$ cat src/rtl/pipe_hazard_ctrl_if.sv
// Control bundle between the pipeline datapath and pipe_hazard_ctrl.
// The master side is the datapath (hazard sources); the slave side is the sequencer.
interface pipe_hazard_ctrl_if #(
    parameter int CNT_W = 32
);
    logic             id_valid;
    logic [4:0]       id_rs1;
    logic [4:0]       id_rs2;
    logic             id_uses_rs1;
    logic             id_uses_rs2;
    logic             ex_valid;
    logic             ex_is_load;
    logic [4:0]       ex_rd;
    logic             ex_redirect;
    logic             ex_mc_start;
    logic             mc_done;
    logic             imem_ready;
    logic             pc_en;
    logic             if_id_stall;
    logic             if_id_flush;
    logic             id_ex_flush;
    logic             ex_hold;
    logic [CNT_W-1:0] stall_cycles;
    logic [CNT_W-1:0] flush_count;

    modport master (
        output id_valid, id_rs1, id_rs2, id_uses_rs1, id_uses_rs2,
        output ex_valid, ex_is_load, ex_rd, ex_redirect, ex_mc_start,
        output mc_done, imem_ready,
        input  pc_en, if_id_stall, if_id_flush, id_ex_flush, ex_hold,
        input  stall_cycles, flush_count
    );

    modport slave (
        input  id_valid, id_rs1, id_rs2, id_uses_rs1, id_uses_rs2,
        input  ex_valid, ex_is_load, ex_rd, ex_redirect, ex_mc_start,
        input  mc_done, imem_ready,
        output pc_en, if_id_stall, if_id_flush, id_ex_flush, ex_hold,
        output stall_cycles, flush_count
    );
endinterface

$ cat src/rtl/pipe_hazard_ctrl.sv
// Pipeline sequencer: PC enable and IF/ID, ID/EX stall/flush from redirect, multi-cycle, load-use, imem wait.
// Optional perf counters are built only when PIPE_CTRL_PERF_EN is defined.
module pipe_hazard_ctrl #(
    parameter int FETCH_LAT = 1,
    parameter int CNT_W     = 32
) (
    input logic               clk,
    input logic               rst,
    pipe_hazard_ctrl_if.slave ctl
);
    typedef enum logic [1:0] {
        RUN     = 2'd0,
        MC_WAIT = 2'd1,
        SQUASH  = 2'd2
    } state_t;

    localparam logic [1:0] SQ_RELOAD = 2'(FETCH_LAT - 1);

    state_t     state, state_nxt;
    logic [1:0] sq_cnt, sq_cnt_nxt;
    logic       load_use;
    logic       redirect_acc;
    logic       pc_en_c, if_id_stall_c, if_id_flush_c, id_ex_flush_c, ex_hold_c;

    assign load_use = ctl.ex_valid && ctl.ex_is_load && (ctl.ex_rd != 5'd0) && ctl.id_valid &&
                      ((ctl.id_uses_rs1 && (ctl.id_rs1 == ctl.ex_rd)) ||
                       (ctl.id_uses_rs2 && (ctl.id_rs2 == ctl.ex_rd)));

    always_comb begin
        pc_en_c       = 1'b0;
        if_id_stall_c = 1'b0;
        if_id_flush_c = 1'b0;
        id_ex_flush_c = 1'b0;
        ex_hold_c     = 1'b0;
        redirect_acc  = 1'b0;
        state_nxt     = state;
        sq_cnt_nxt    = sq_cnt;
        case (state)
            RUN: begin
                if (ctl.ex_redirect) begin
                    pc_en_c       = 1'b1;
                    if_id_flush_c = 1'b1;
                    id_ex_flush_c = 1'b1;
                    redirect_acc  = 1'b1;
                    if (FETCH_LAT > 1) begin
                        state_nxt  = SQUASH;
                        sq_cnt_nxt = SQ_RELOAD;
                    end
                end else if (ctl.ex_mc_start && !ctl.mc_done) begin
                    if_id_stall_c = 1'b1;
                    ex_hold_c     = 1'b1;
                    state_nxt     = MC_WAIT;
                end else if (load_use) begin
                    // Holding IF/ID also covers a concurrent imem wait: the consumer must survive.
                    if_id_stall_c = 1'b1;
                    id_ex_flush_c = 1'b1;
                end else if (!ctl.imem_ready) begin
                    if_id_flush_c = 1'b1;
                end else begin
                    pc_en_c = 1'b1;
                end
            end
            MC_WAIT: begin
                if (ctl.mc_done) begin
                    pc_en_c   = 1'b1;
                    state_nxt = RUN;
                end else begin
                    if_id_stall_c = 1'b1;
                    ex_hold_c     = 1'b1;
                end
            end
            SQUASH: begin
                if_id_flush_c = 1'b1;
                pc_en_c       = ctl.imem_ready;
                if (ctl.ex_redirect) begin
                    id_ex_flush_c = 1'b1;
                    redirect_acc  = 1'b1;
                    sq_cnt_nxt    = SQ_RELOAD;
                end else if (sq_cnt == 2'd1) begin
                    state_nxt  = RUN;
                    sq_cnt_nxt = '0;
                end else begin
                    sq_cnt_nxt = sq_cnt - 2'd1;
                end
            end
            default: begin
                state_nxt  = RUN;
                sq_cnt_nxt = '0;
            end
        endcase
        if (!rst) begin
            pc_en_c       = 1'b0;
            if_id_stall_c = 1'b0;
            if_id_flush_c = 1'b0;
            id_ex_flush_c = 1'b0;
            ex_hold_c     = 1'b0;
            redirect_acc  = 1'b0;
        end
    end

    always_ff @(posedge clk or negedge rst) begin
        if (!rst) begin
            state  <= RUN;
            sq_cnt <= '0;
        end else begin
            state  <= state_nxt;
            sq_cnt <= sq_cnt_nxt;
        end
    end

    assign ctl.pc_en       = pc_en_c;
    assign ctl.if_id_stall = if_id_stall_c;
    assign ctl.if_id_flush = if_id_flush_c;
    assign ctl.id_ex_flush = id_ex_flush_c;
    assign ctl.ex_hold     = ex_hold_c;

`ifdef PIPE_CTRL_PERF_EN
    logic [CNT_W-1:0] stall_q, flush_q;

    // Saturating counters: hold at all-ones rather than wrap.
    always_ff @(posedge clk or negedge rst) begin
        if (!rst) begin
            stall_q <= '0;
            flush_q <= '0;
        end else begin
            if (!pc_en_c && (stall_q != '1)) stall_q <= stall_q + CNT_W'(1);
            if (redirect_acc && (flush_q != '1)) flush_q <= flush_q + CNT_W'(1);
        end
    end

    assign ctl.stall_cycles = stall_q;
    assign ctl.flush_count  = flush_q;
`else
    assign ctl.stall_cycles = '0;
    assign ctl.flush_count  = '0;
`endif
endmodule

$ cat src/flat_wrapper.sv
// flat-port wrapper written by rule: the top's interface ports become plain ports
module pipe_hazard_ctrl_flat 
#(
    parameter int FETCH_LAT = 1,
    parameter int CNT_W     = 32
)
  (clk, rst, ctl_id_valid, ctl_id_rs1, ctl_id_rs2, ctl_id_uses_rs1, ctl_id_uses_rs2, ctl_ex_valid, ctl_ex_is_load, ctl_ex_rd, ctl_ex_redirect, ctl_ex_mc_start, ctl_mc_done, ctl_imem_ready, ctl_pc_en, ctl_if_id_stall, ctl_if_id_flush, ctl_id_ex_flush, ctl_ex_hold, ctl_stall_cycles, ctl_flush_count);
  pipe_hazard_ctrl_if #(.CNT_W(CNT_W)) ctl_i ();
  input logic clk;
  input logic rst;
  input wire logic [$bits(ctl_i.id_valid)-1:0] ctl_id_valid;
  input wire logic [$bits(ctl_i.id_rs1)-1:0] ctl_id_rs1;
  input wire logic [$bits(ctl_i.id_rs2)-1:0] ctl_id_rs2;
  input wire logic [$bits(ctl_i.id_uses_rs1)-1:0] ctl_id_uses_rs1;
  input wire logic [$bits(ctl_i.id_uses_rs2)-1:0] ctl_id_uses_rs2;
  input wire logic [$bits(ctl_i.ex_valid)-1:0] ctl_ex_valid;
  input wire logic [$bits(ctl_i.ex_is_load)-1:0] ctl_ex_is_load;
  input wire logic [$bits(ctl_i.ex_rd)-1:0] ctl_ex_rd;
  input wire logic [$bits(ctl_i.ex_redirect)-1:0] ctl_ex_redirect;
  input wire logic [$bits(ctl_i.ex_mc_start)-1:0] ctl_ex_mc_start;
  input wire logic [$bits(ctl_i.mc_done)-1:0] ctl_mc_done;
  input wire logic [$bits(ctl_i.imem_ready)-1:0] ctl_imem_ready;
  output wire logic [$bits(ctl_i.pc_en)-1:0] ctl_pc_en;
  output wire logic [$bits(ctl_i.if_id_stall)-1:0] ctl_if_id_stall;
  output wire logic [$bits(ctl_i.if_id_flush)-1:0] ctl_if_id_flush;
  output wire logic [$bits(ctl_i.id_ex_flush)-1:0] ctl_id_ex_flush;
  output wire logic [$bits(ctl_i.ex_hold)-1:0] ctl_ex_hold;
  output wire logic [$bits(ctl_i.stall_cycles)-1:0] ctl_stall_cycles;
  output wire logic [$bits(ctl_i.flush_count)-1:0] ctl_flush_count;
  assign ctl_i.id_valid = ctl_id_valid;
  assign ctl_i.id_rs1 = ctl_id_rs1;
  assign ctl_i.id_rs2 = ctl_id_rs2;
  assign ctl_i.id_uses_rs1 = ctl_id_uses_rs1;
  assign ctl_i.id_uses_rs2 = ctl_id_uses_rs2;
  assign ctl_i.ex_valid = ctl_ex_valid;
  assign ctl_i.ex_is_load = ctl_ex_is_load;
  assign ctl_i.ex_rd = ctl_ex_rd;
  assign ctl_i.ex_redirect = ctl_ex_redirect;
  assign ctl_i.ex_mc_start = ctl_ex_mc_start;
  assign ctl_i.mc_done = ctl_mc_done;
  assign ctl_i.imem_ready = ctl_imem_ready;
  assign ctl_pc_en = ctl_i.pc_en;
  assign ctl_if_id_stall = ctl_i.if_id_stall;
  assign ctl_if_id_flush = ctl_i.if_id_flush;
  assign ctl_id_ex_flush = ctl_i.id_ex_flush;
  assign ctl_ex_hold = ctl_i.ex_hold;
  assign ctl_stall_cycles = ctl_i.stall_cycles;
  assign ctl_flush_count = ctl_i.flush_count;
  pipe_hazard_ctrl #(.FETCH_LAT(FETCH_LAT), .CNT_W(CNT_W)) u_core (.clk(clk), .rst(rst), .ctl(ctl_i));
endmodule
$ cat config.mk
export PLATFORM = sky130hd
export DESIGN_NAME = pipe_hazard_ctrl_flat
export DESIGN_NICKNAME = d
export VERILOG_FILES = /design/src/rtl/pipe_hazard_ctrl_if.sv /design/src/rtl/pipe_hazard_ctrl.sv /design/src/flat_wrapper.sv
export SDC_FILE = /design/constraint.sdc
export NUM_CORES = 1
export LEC_CHECK = 0
export BUFFER_PORTS_ARGS = -buffer_cell sky130_fd_sc_hd__buf_4
export CORE_MARGIN = 3
export CORE_UTILIZATION = 35
export CTS_CLUSTER_DIAMETER = 100
export DETAILED_ROUTE_END_ITERATION = 12
export GPL_ROUTABILITY_DRIVEN = 0
export PLACE_DENSITY = 0.86
export SLEW_MARGIN = 10
export SYNTH_ARGS = -nofsm -noshare
export SYNTH_HDL_FRONTEND = slang
export SYNTH_SLANG_ARGS = --single-unit
$ cat constraint.sdc
create_clock -name clk -period 4.89 [get_ports clk]
set_input_delay 0.978 -clock clk [delete_from_list [all_inputs] [get_ports clk]]
set_output_delay 0.978 -clock clk [all_outputs]
set_load 0.005 [all_outputs]
==> flow_summary.yaml, run 1 <==
status:
  outcome: "complete, no violations"
sta:
  holdWs_ns: 0.579
  drv_slew: 0
  min_period_ns: 3.32
  final-hold-violation-count: 0
  min_period_over_period_pct: 67.9
  setup_viol: 0
  rsz0062_at_grt: "false"
  setup_ws_ns: 1.57
  clock.fmax_ghz: 0.301
  tns_ns: 0
  skew_ns: 0
layout:
  largest_reg_flops: 1
  diodes: 0
  n_fill_cell: 218
  layout_commonest_cell: "conb_1"
  top_regs: "u_core.state: 1 flops"
  top_register: "u_core.state"
  final_cell_mix: "64 x conb_1, 30 x buf_4, 10 x xnor2_1"
  nets: 161
  area_growth_pct: 1.97
  drive_gt1_share_pct: 23.3
critical_path:
  crit_fanout: 4
  slowest_delay_ns: 0.54
  arrival_ns: 2.34
  cpMostUsedCell: "buf_4"
  path_class: "primary input to output pin"
  endpoint_kind: "output pin"
  r2r_slack_ns: 4.19
  worstPathRequired_ns: 3.91
  critPathLaunchType: "primary input"
  path_cells: "buf_4 -> or4_1 -> o2111ai_2 -> a2111oi_1 -> a22o_1 -> buf_4"
  cpMaxStageDelayCell: "or4_1"
floorplan:
  die_area_um2: 2770
  core_um2: 2000
  num_io_pins: 95
  dieWidth_um: 52.6
  die_y_um: 52.6
  rows: 16
  start_util_pct: 38.0
global_routing:
  grt_pass1_vias: 422
  grt-ovfl-total: 0
  grt_usage_pct: 7.32
  antenna_found_initial: 0
  grt_max_degree: 7
  grt_pass1_wl_mm: 1.66
yosys:
  synth.top_cells.by_area: "buf_4 63%, xnor2_1 12%, dfrtp_1 3.3%"
  yosys_warnings: 0
  synth_top_area_share_pct: 63.2
  syn-cell-area_um2: 761
  seq_area_frac_synth_pct: 3.29
  syn_inst: 104
  ys_seq_elements: 1
  synth_top_area_cell: "buf_4"
  syn_avg_cell_area_um2: 7.31
  yosysUniqueCellTypes: 19
route:
  first_pass_iters: 4
  viasPerCell: 3.49
  final_antenna_net_count: 0
  wire_per_inst_um: 8.26
  wl_mm: 1.32
  via_count: 558
  dr.first_iter.drc_count: 7
  drc: 0
clock_tree:
  hold_buffers: 0
  clk_pin_slew_worst_paths_ns: 0
  clock_latency_ns: 0
  cts.repair.resized: 0
  postCtsSetupBuffers: 0
pwr:
  p_comb_share_pct: 84.8
  power.leakage_nw: 0.453
  sequentialPowerShare_pct: 15.2
  swShare_pct: 45.6
  power_per_cell_area_nw_per_um2: 83.1
  clockPowerShare_pct: 0
  power_mw: 0.0645
  internal_power_mw: 0.0351
  netSwitchingPower_mw: 0.0294
  ir_worst_vdd_uv: 38.1
place:
  dp_hpwl_mm: 1.26
  pre_cts_ws_ns: 1.57
  io_buffers: 30
min_path:
  hp-class: "flop to flop"
job:
  maxCapViolations: 0
==> worst max-delay path: cells and delay by family <==
family	cells	cell delay [ns]
buf+inv	2	0.25
compound gates	3	0.57
simple gates	1	0.54
==> area by class of cell <==
class	instances	area (µm²)	area share, %
inverter	3	11.3	1.45
multi-input combinational	99	480	61.9
sequential	1	25.0	3.23
timing repair buffer	30	225	29.0
tap	27	33.8	4.35
==> power by group through the flow <==
stage | Clock [mW] | Sequential, mW | Combinational (mW)
after floorplan | 0 | 0.00959 | 0.0647
after global placement | 0 | 0.00973 | 0.0529
after detailed placement | 0 | 0.00978 | 0.0533
after CTS | 0 | 0.00978 | 0.0535
after global routing | 0 | 0.0100 | 0.0620
final | 0 | 0.00977 | 0.0547
==> synthesized netlist by cell type <==
| library cell | count |
|---|---|
| nand3_1 | 1 |
| o221ai_1 | 1 |
| o22ai_1 | 1 |
| a21o_1 | 1 |
| a21oi_1 | 4 |
| mux2i_1 | 1 |
| a22o_1 | 1 |
| conb_1 | 1 |
| nand2_1 | 3 |
| nand4_1 | 3 |
| o2111ai_2 | 1 |
| o21ai_0 | 1 |
| inv_1 | 3 |
| dfrtp_1 | 1 |
| xnor2_1 | 10 |
| a2111oi_1 | 1 |
| nor2_1 | 5 |
| buf_4 | 64 |
| or4_1 | 1 |
==> routing by layer <==
metal | vias up | routed length [µm] | share of wire [%] | track usage (%)
met3 | 2 | 218 | 17 | 0.570
met2 | 54 | 722 | 55 | 15.7
met5 | - | 0 | 0 | 0
li1 | 268 | - | - | -
met4 | 0 | 2 | 0.15 | 0.426
met1 | 234 | 377 | 29 | 7.72
==> logic make-up after synthesis <==
logic type,synth area share [%]
compound gates,10.7
xor+xnor,11.5
buf+inv,64.6
flops,3.29
mux,1.32
other cells,0.493
simple gates,8.06
==> worst paths after layout <==
| check | startpoint | to | cells after the start |
|---|---|---|---|
| min in group asynchronous | rst | u_core.state[0]$_DFFE_PN0P_ | 1 |
| hold / removal | u_core.state[0]$_DFFE_PN0P_ | u_core.state[0]$_DFFE_PN0P_ | 2 |
| setup / recovery | ctl_ex_rd[1] | ctl_id_ex_flush | 6 |
| setup reg to reg | u_core.state[0]$_DFFE_PN0P_ | u_core.state[0]$_DFFE_PN0P_ | 2 |
| hold reg to reg | u_core.state[0]$_DFFE_PN0P_ | u_core.state[0]$_DFFE_PN0P_ | 2 |
| max in group asynchronous | rst | u_core.state[0]$_DFFE_PN0P_ | 1 |
==> per-stage QoR <==
stage / cells / cell area [µm²] / util (%)
finish: 160 / 776 / 38.8
global route: 160 / 776 / 38.8
CTS: 160 / 776 / 38.8
detailed placement: 160 / 776 / 38.8
global placement: 160 / 776 / 38.8
floorplan: 167 / 997 / -
(Power assumes the default switching activity.)
==> inputs of run 2 (changes only) <==
Settings changed: ABC_AREA from default to 1, CORE_UTILIZATION 35 to 31, PLACE_DENSITY 0.86 to 0.77.
Clock period 4.89 ns to 2.93 ns, I/O delays scaled along.
==> run 2 against run 1 <==
  * Critical endpoint is now ctl_pc_en
  * Synthesized cell count grew 41%
  * Design area up 12%
  * Flip-flop and latch count unchanged
  * Global-route usage is 0.46 points lower
  * First-iteration DRC count rose to 2.9 times the previous value
  * Cell count is 29% higher
  * Highest routed layer is now met3
  * Combinational power increased by 72%
==> flow_summary.yaml, run 2 <==
status:
  outcome: "complete, no violations"
global_routing:
  grt_pass1_vias: 465
  grt_max_degree: 6
  grt_pass1_wl_mm: 1.99
  grt_usage_pct: 6.85
  antenna_found_initial: 0
  grt-ovfl-total: 0
layout:
  design_area_um2: 867
  nets: 204
  drive_gt1_share_pct: 24.4
  largest_reg_flops: 1
  area_growth_pct: 2.21
  top_regs: "u_core.state: 1 flops"
  diodes: 0
  top_register: "u_core.state"
  layout_commonest_cell: "conb_1"
  final_cell_mix: "64 x conb_1, 33 x nand2_1, 30 x buf_4"
yosys:
  synth_edf_count: 0
  ys_seq_elements: 1
  syn_avg_cell_area_um2: 5.77
  synth_top_area_share_pct: 56.6
  yosysUniqueCellTypes: 13
  synthFlopType: "dfrtp_1"
  synth.most_common_cell: "buf_4"
  syn_inst: 147
  yosys_warnings: 0
  netlist_top_cells_count: "64 x buf_4, 33 x nand2_1, 14 x inv_1"
  synth-async-reset-ratio_pct: 100
  synth_top_area_cell: "buf_4"
  synth.top_cells.by_area: "buf_4 57%, nand2_1 15%, inv_1 6.2%"
  seq_area_frac_synth_pct: 2.95
  syn-cell-area_um2: 848
sta:
  tns_ns: 0
  drv_slew: 0
  clock.fmax_ghz: 0.490
  rsz0062_at_grt: "false"
  holdWs_ns: 0.383
  min_period_over_period_pct: 69.6
  setup_viol: 0
  skew_ns: 0
  min_period_ns: 2.04
  final-hold-violation-count: 0
clock_tree:
  clock_latency_ns: 0
  hold_buffers: 0
  cts.repair.resized: 0
  clk_pin_slew_worst_paths_ns: 0
  postCtsSetupBuffers: 0
route:
  via_count: 699
  viasPerCell: 3.39
  dr.first_iter.drc_count: 20
  final_antenna_net_count: 0
  first_pass_iters: 5
  wire_per_inst_um: 7.19
  wl_mm: 1.48
  drc: 0
pwr:
  power.leakage_nw: 0.617
  ir_worst_vdd_uv: 57.5
  power_per_cell_area_nw_per_um2: 126
critical_path:
  critPathLaunchType: "primary input"
  r2r_start: "u_core.state[0]$_DFFE_PN0P_"
  crit_fanout: 5
  r2r_slack_ns: 1.91
  cpMaxStageDelayCell: "buf_4"
  arrival_ns: 1.45
  r2r_end: "u_core.state[0]$_DFFE_PN0P_"
  path_class: "primary input to output pin"
  path_cells: "buf_4 -> nor2_1 -> nand4_1 -> nand4_1 -> inv_1 -> nand2_2 -> nand3_1 -> a21oi_1 -> buf_4"
  endpoint_kind: "output pin"
  reg2regPathDepth: 4
  slowest_delay_ns: 0.13
  worstPathRequired_ns: 2.34
min_path:
  hp-class: "primary input to async pin"
floorplan:
  die_area_um2: 3400
  core_um2: 2540
  start_util_pct: 33.3
  num_io_pins: 95
  die_y_um: 58.3
  rows: 18
  dieWidth_um: 58.3
place:
  dpl_cell_area_um2: 867
  io_buffers: 30
  dp_hpwl_mm: 1.42
job:
  maxCapViolations: 0
run 2: cell types whose count changed in the layout (fill, tap and decap cells not counted), sizes merged, moves of 2 or more:
cell | before | now
nand3 | 1 | 3
xnor2 | 10 | 0
nor2 | 5 | 15
inv | 3 | 19
nand2 | 3 | 37
run 2: metrics by stage:
| step | setup WS (ns) | power (mW) | instances | util, % |
|---|---|---|---|---|
| after floorplan | 1.17 | 0.128 | 210 | - |
| after global placement | 0.866 | 0.107 | 206 | 34.1 |
| after detailed placement | 0.881 | 0.108 | 206 | 34.1 |
| after CTS | 0.875 | 0.108 | 206 | 34.1 |
| after global routing | 0.732 | 0.125 | 206 | 34.1 |
| final | 0.891 | 0.109 | 206 | 34.1 |
run 2: cell families after synthesis:
family	share of synthesized area, %
other cells	0.442
simple gates	28.6
buf+inv	65.0
flops	2.95
compound gates	2.95
run 2: worst max path at each step:
stage | startpoint | to | slack [ns] | cells past startpoint
2_1_floorplan | ctl_id_rs2[3] | ctl_if_id_stall | 1.17 | 10
3_3_place_gp | ctl_ex_rd[0] | ctl_pc_en | 0.87 | 9
3_5_place_dp | ctl_ex_rd[2] | ctl_pc_en | 0.88 | 11
4_1_cts | ctl_ex_rd[1] | ctl_if_id_stall | 0.88 | 11
5_1_grt | ctl_ex_redirect | ctl_id_ex_flush | 0.73 | 8
6_report | ctl_ex_rd[0] | ctl_pc_en | 0.89 | 9
run 2: worst max-delay path: cells and delay by family:
| kind | cells | cell delay, ns |
|---|---|---|
| buf+inv | 3 | 0.30 |
| compound gates | 1 | 0.13 |
| simple gates | 5 | 0.44 |
run 2: routing by layer:
metal / share of wire [%] / track usage [%] / wire length, µm / up-vias
met5: 0 / 0 / 0 / -
met4: 0 / 0 / 0 / 0
met3: 14 / 0.658 / 214 / 0
met2: 52 / 13.2 / 768 / 55
met1: 34 / 8.61 / 499 / 280
li1: - / - / - / 364
run 2: final cells by class:
| type | count | area (µm²) |
|---|---|---|
| fill | 308 | 1680 |
| inverter | 19 | 71.3 |
| multi-input combinational | 126 | 508 |
| sequential | 1 | 25.0 |
| tap | 30 | 37.5 |
| timing repair buffer | 30 | 225 |
run 2: report_power, final:
group	switching [mW]	internal, mW
clock	0	0
combinational	0.0540	0.0402
sequential	0.000626	0.0146
total	0.0547	0.0548
==> inputs of run 3 (changes only) <==
Settings changed: ABC_AREA 1 to 0, CORE_UTILIZATION 31 to 32, PLACE_DENSITY 0.77 to 0.8.
Clock period 2.93 ns to 1.9 ns, I/O delays scaled along.
==> run 3 against run 2 <==
  * Via count fell by 18%
  * Total power rose by 64%
  * The flow now finishes with violations (setup timing)
  * Wire length fell by 9.2%
  * Design area fell by 2.5%
  * Hold slack got worse by 0.21 ns
  * Sequential share of layout area rose by 0.073 points
  * Critical path depth fell by 3
  * First-iteration DRC count fell by 95%
  * Global-route usage rose by 0.48 points
  * Clock skew did not move
==> flow_summary.yaml, run 3 (synthesis results as in run 1) <==
status:
  outcome: "finished with violations"
  violations: "setup timing"
floorplan:
  start_util_pct: 34.1
  dieWidth_um: 54.8
  rows: 17
  die_y_um: 54.8
  core_um2: 2230
  die_area_um2: 3000
  num_io_pins: 95
layout:
  largest_reg_flops: 1
  n_fill_cell: 250
  multi_input_area_um2: 500
  final_cell_mix: "64 x conb_1, 32 x buf_4, 10 x xnor2_1"
  top_register: "u_core.state"
  layout_commonest_cell: "conb_1"
  seqCellArea_um2: 25.0
  top_regs: "u_core.state: 1 flops"
  diodes: 0
  utilization_pct: 37.9
  nets: 166
  drive_gt1_share_pct: 27.5
  area_growth_pct: 11.2
  instances_no_fill: 166
route:
  routed-wl-met3_um: 174
  final_antenna_net_count: 0
  top_layer_used: "met3"
  viasPerCell: 3.46
  first_pass_iters: 3
  m1WireLength_um: 414
  dr.first_iter.drc_count: 1
  wl_met2_um: 757
  via_count: 575
  wl_mm: 1.35
  drc: 0
  wire_per_inst_um: 8.11
sta:
  min_period_over_period_pct: 106
  rsz0062_at_grt: "true"
  final-hold-violation-count: 0
  skew_ns: 0
  holdWs_ns: 0.178
  drv_slew: 0
  setup_viol: 4
  clock.fmax_ghz: 0.498
  min_period_ns: 2.01
  setup_ws_ns: -0.109
critical_path:
  arrival_ns: 1.63
  r2r_start: "u_core.state[0]$_DFFE_PN0P_"
  r2r_end: "u_core.state[0]$_DFFE_PN0P_"
  worstPathRequired_ns: 1.52
  path_class: "primary input to output pin"
  reg2regPathDepth: 2
  crit_fanout: 4
  r2r_slack_ns: 1.17
  critPathLaunchType: "primary input"
  path_buf_inv: 2
  path_cells: "buf_6 -> or4_4 -> o2111ai_4 -> a2111oi_2 -> a22o_1 -> buf_4"
  slowest_delay_ns: 0.54
  endpoint_kind: "output pin"
  critPathTopFamily: "simple AND/OR/NAND/NOR gates"
  cpMaxStageDelayCell: "or4_4"
global_routing:
  grt_max_degree: 7
  antenna_found_initial: 0
  grt_usage_pct: 7.33
  grt_pass1_wl_mm: 1.73
  grt_pass1_vias: 448
  grt-ovfl-total: 0
place:
  dp_hpwl_mm: 1.28
  place_inst: 166
  io_buffers: 30
  pre_cts_ws_ns: -0.227
pwr:
  power_mw: 0.180
  power.leakage_nw: 0.483
  ir_worst_vdd_uv: 90.1
  power_per_cell_area_nw_per_um2: 212
min_path:
  hp-class: "primary input to async pin"
clock_tree:
  clock_latency_ns: 0
  clk_pin_slew_worst_paths_ns: 0
job:
  maxCapViolations: 0
run 3: cell types whose count changed in the layout (fill, tap and decap cells not counted), moves of 2 or more:
cell,change
inv_2,-5
nor2_1,-6
nand3_1,-2
buf_4,+2
buf_6,+3
inv_1,-11
xnor2_1,+10
nand2_1,-30
nor2_2,-4
nand2_2,-4
run 3: metal layers:
| layer | vias up | track usage [%] |
|---|---|---|
| met5 | - | 0 |
| met4 | 0 | 0 |
| met3 | 0 | 0 |
| met2 | 48 | 15.9 |
| met1 | 249 | 8.04 |
| li1 | 278 | - |
run 3: through the flow:
stage          instance area (µm²)  TNS, ns
2_1_floorplan                  997        0
3_3_place_gp                   815   -0.561
3_5_place_dp                   815   -0.736
4_1_cts                        846   -0.478
5_1_grt                        846   -0.542
6_report                       846   -0.334
run 3: timing repair:
item                                    4_1_cts  5_1_grt
gates resized for setup                       6        0
hold buffers                                  0        0
gates cloned                                  0        0
endpoints found under the setup margin        4        4
pin swaps                                     8        4
buffers inserted                              0        0
run 3: worst max path at each step:
stage / from / end / slack, ns / depth (start not counted)
after floorplan: ctl_ex_rd[1] / ctl_id_ex_flush / 0.11 / 4
after global placement: ctl_ex_rd[1] / ctl_id_ex_flush / -0.18 / 6
after detailed placement: ctl_ex_rd[1] / ctl_id_ex_flush / -0.23 / 6
after CTS: ctl_ex_rd[4] / ctl_id_ex_flush / -0.15 / 6
after global routing: ctl_ex_rd[4] / ctl_id_ex_flush / -0.15 / 6
final: ctl_ex_rd[4] / ctl_id_ex_flush / -0.11 / 6
run 3: final cells by class:
type	instances	area share [%]
Inverter	3	1.33
Multi-Input combinational cell	99	59.2
Sequential cell	1	2.96
Tap cell	28	4.14
Timing Repair Buffer	35	32.4
run 3: power by group:
part | internal, mW | switching [mW] | leakage (nW)
sequential | 0.0231 | 0.00222 | 0.0131
clock | 0 | 0 | 0
combinational | 0.0767 | 0.0777 | 0.470
total | 0.0997 | 0.0799 | 0.483
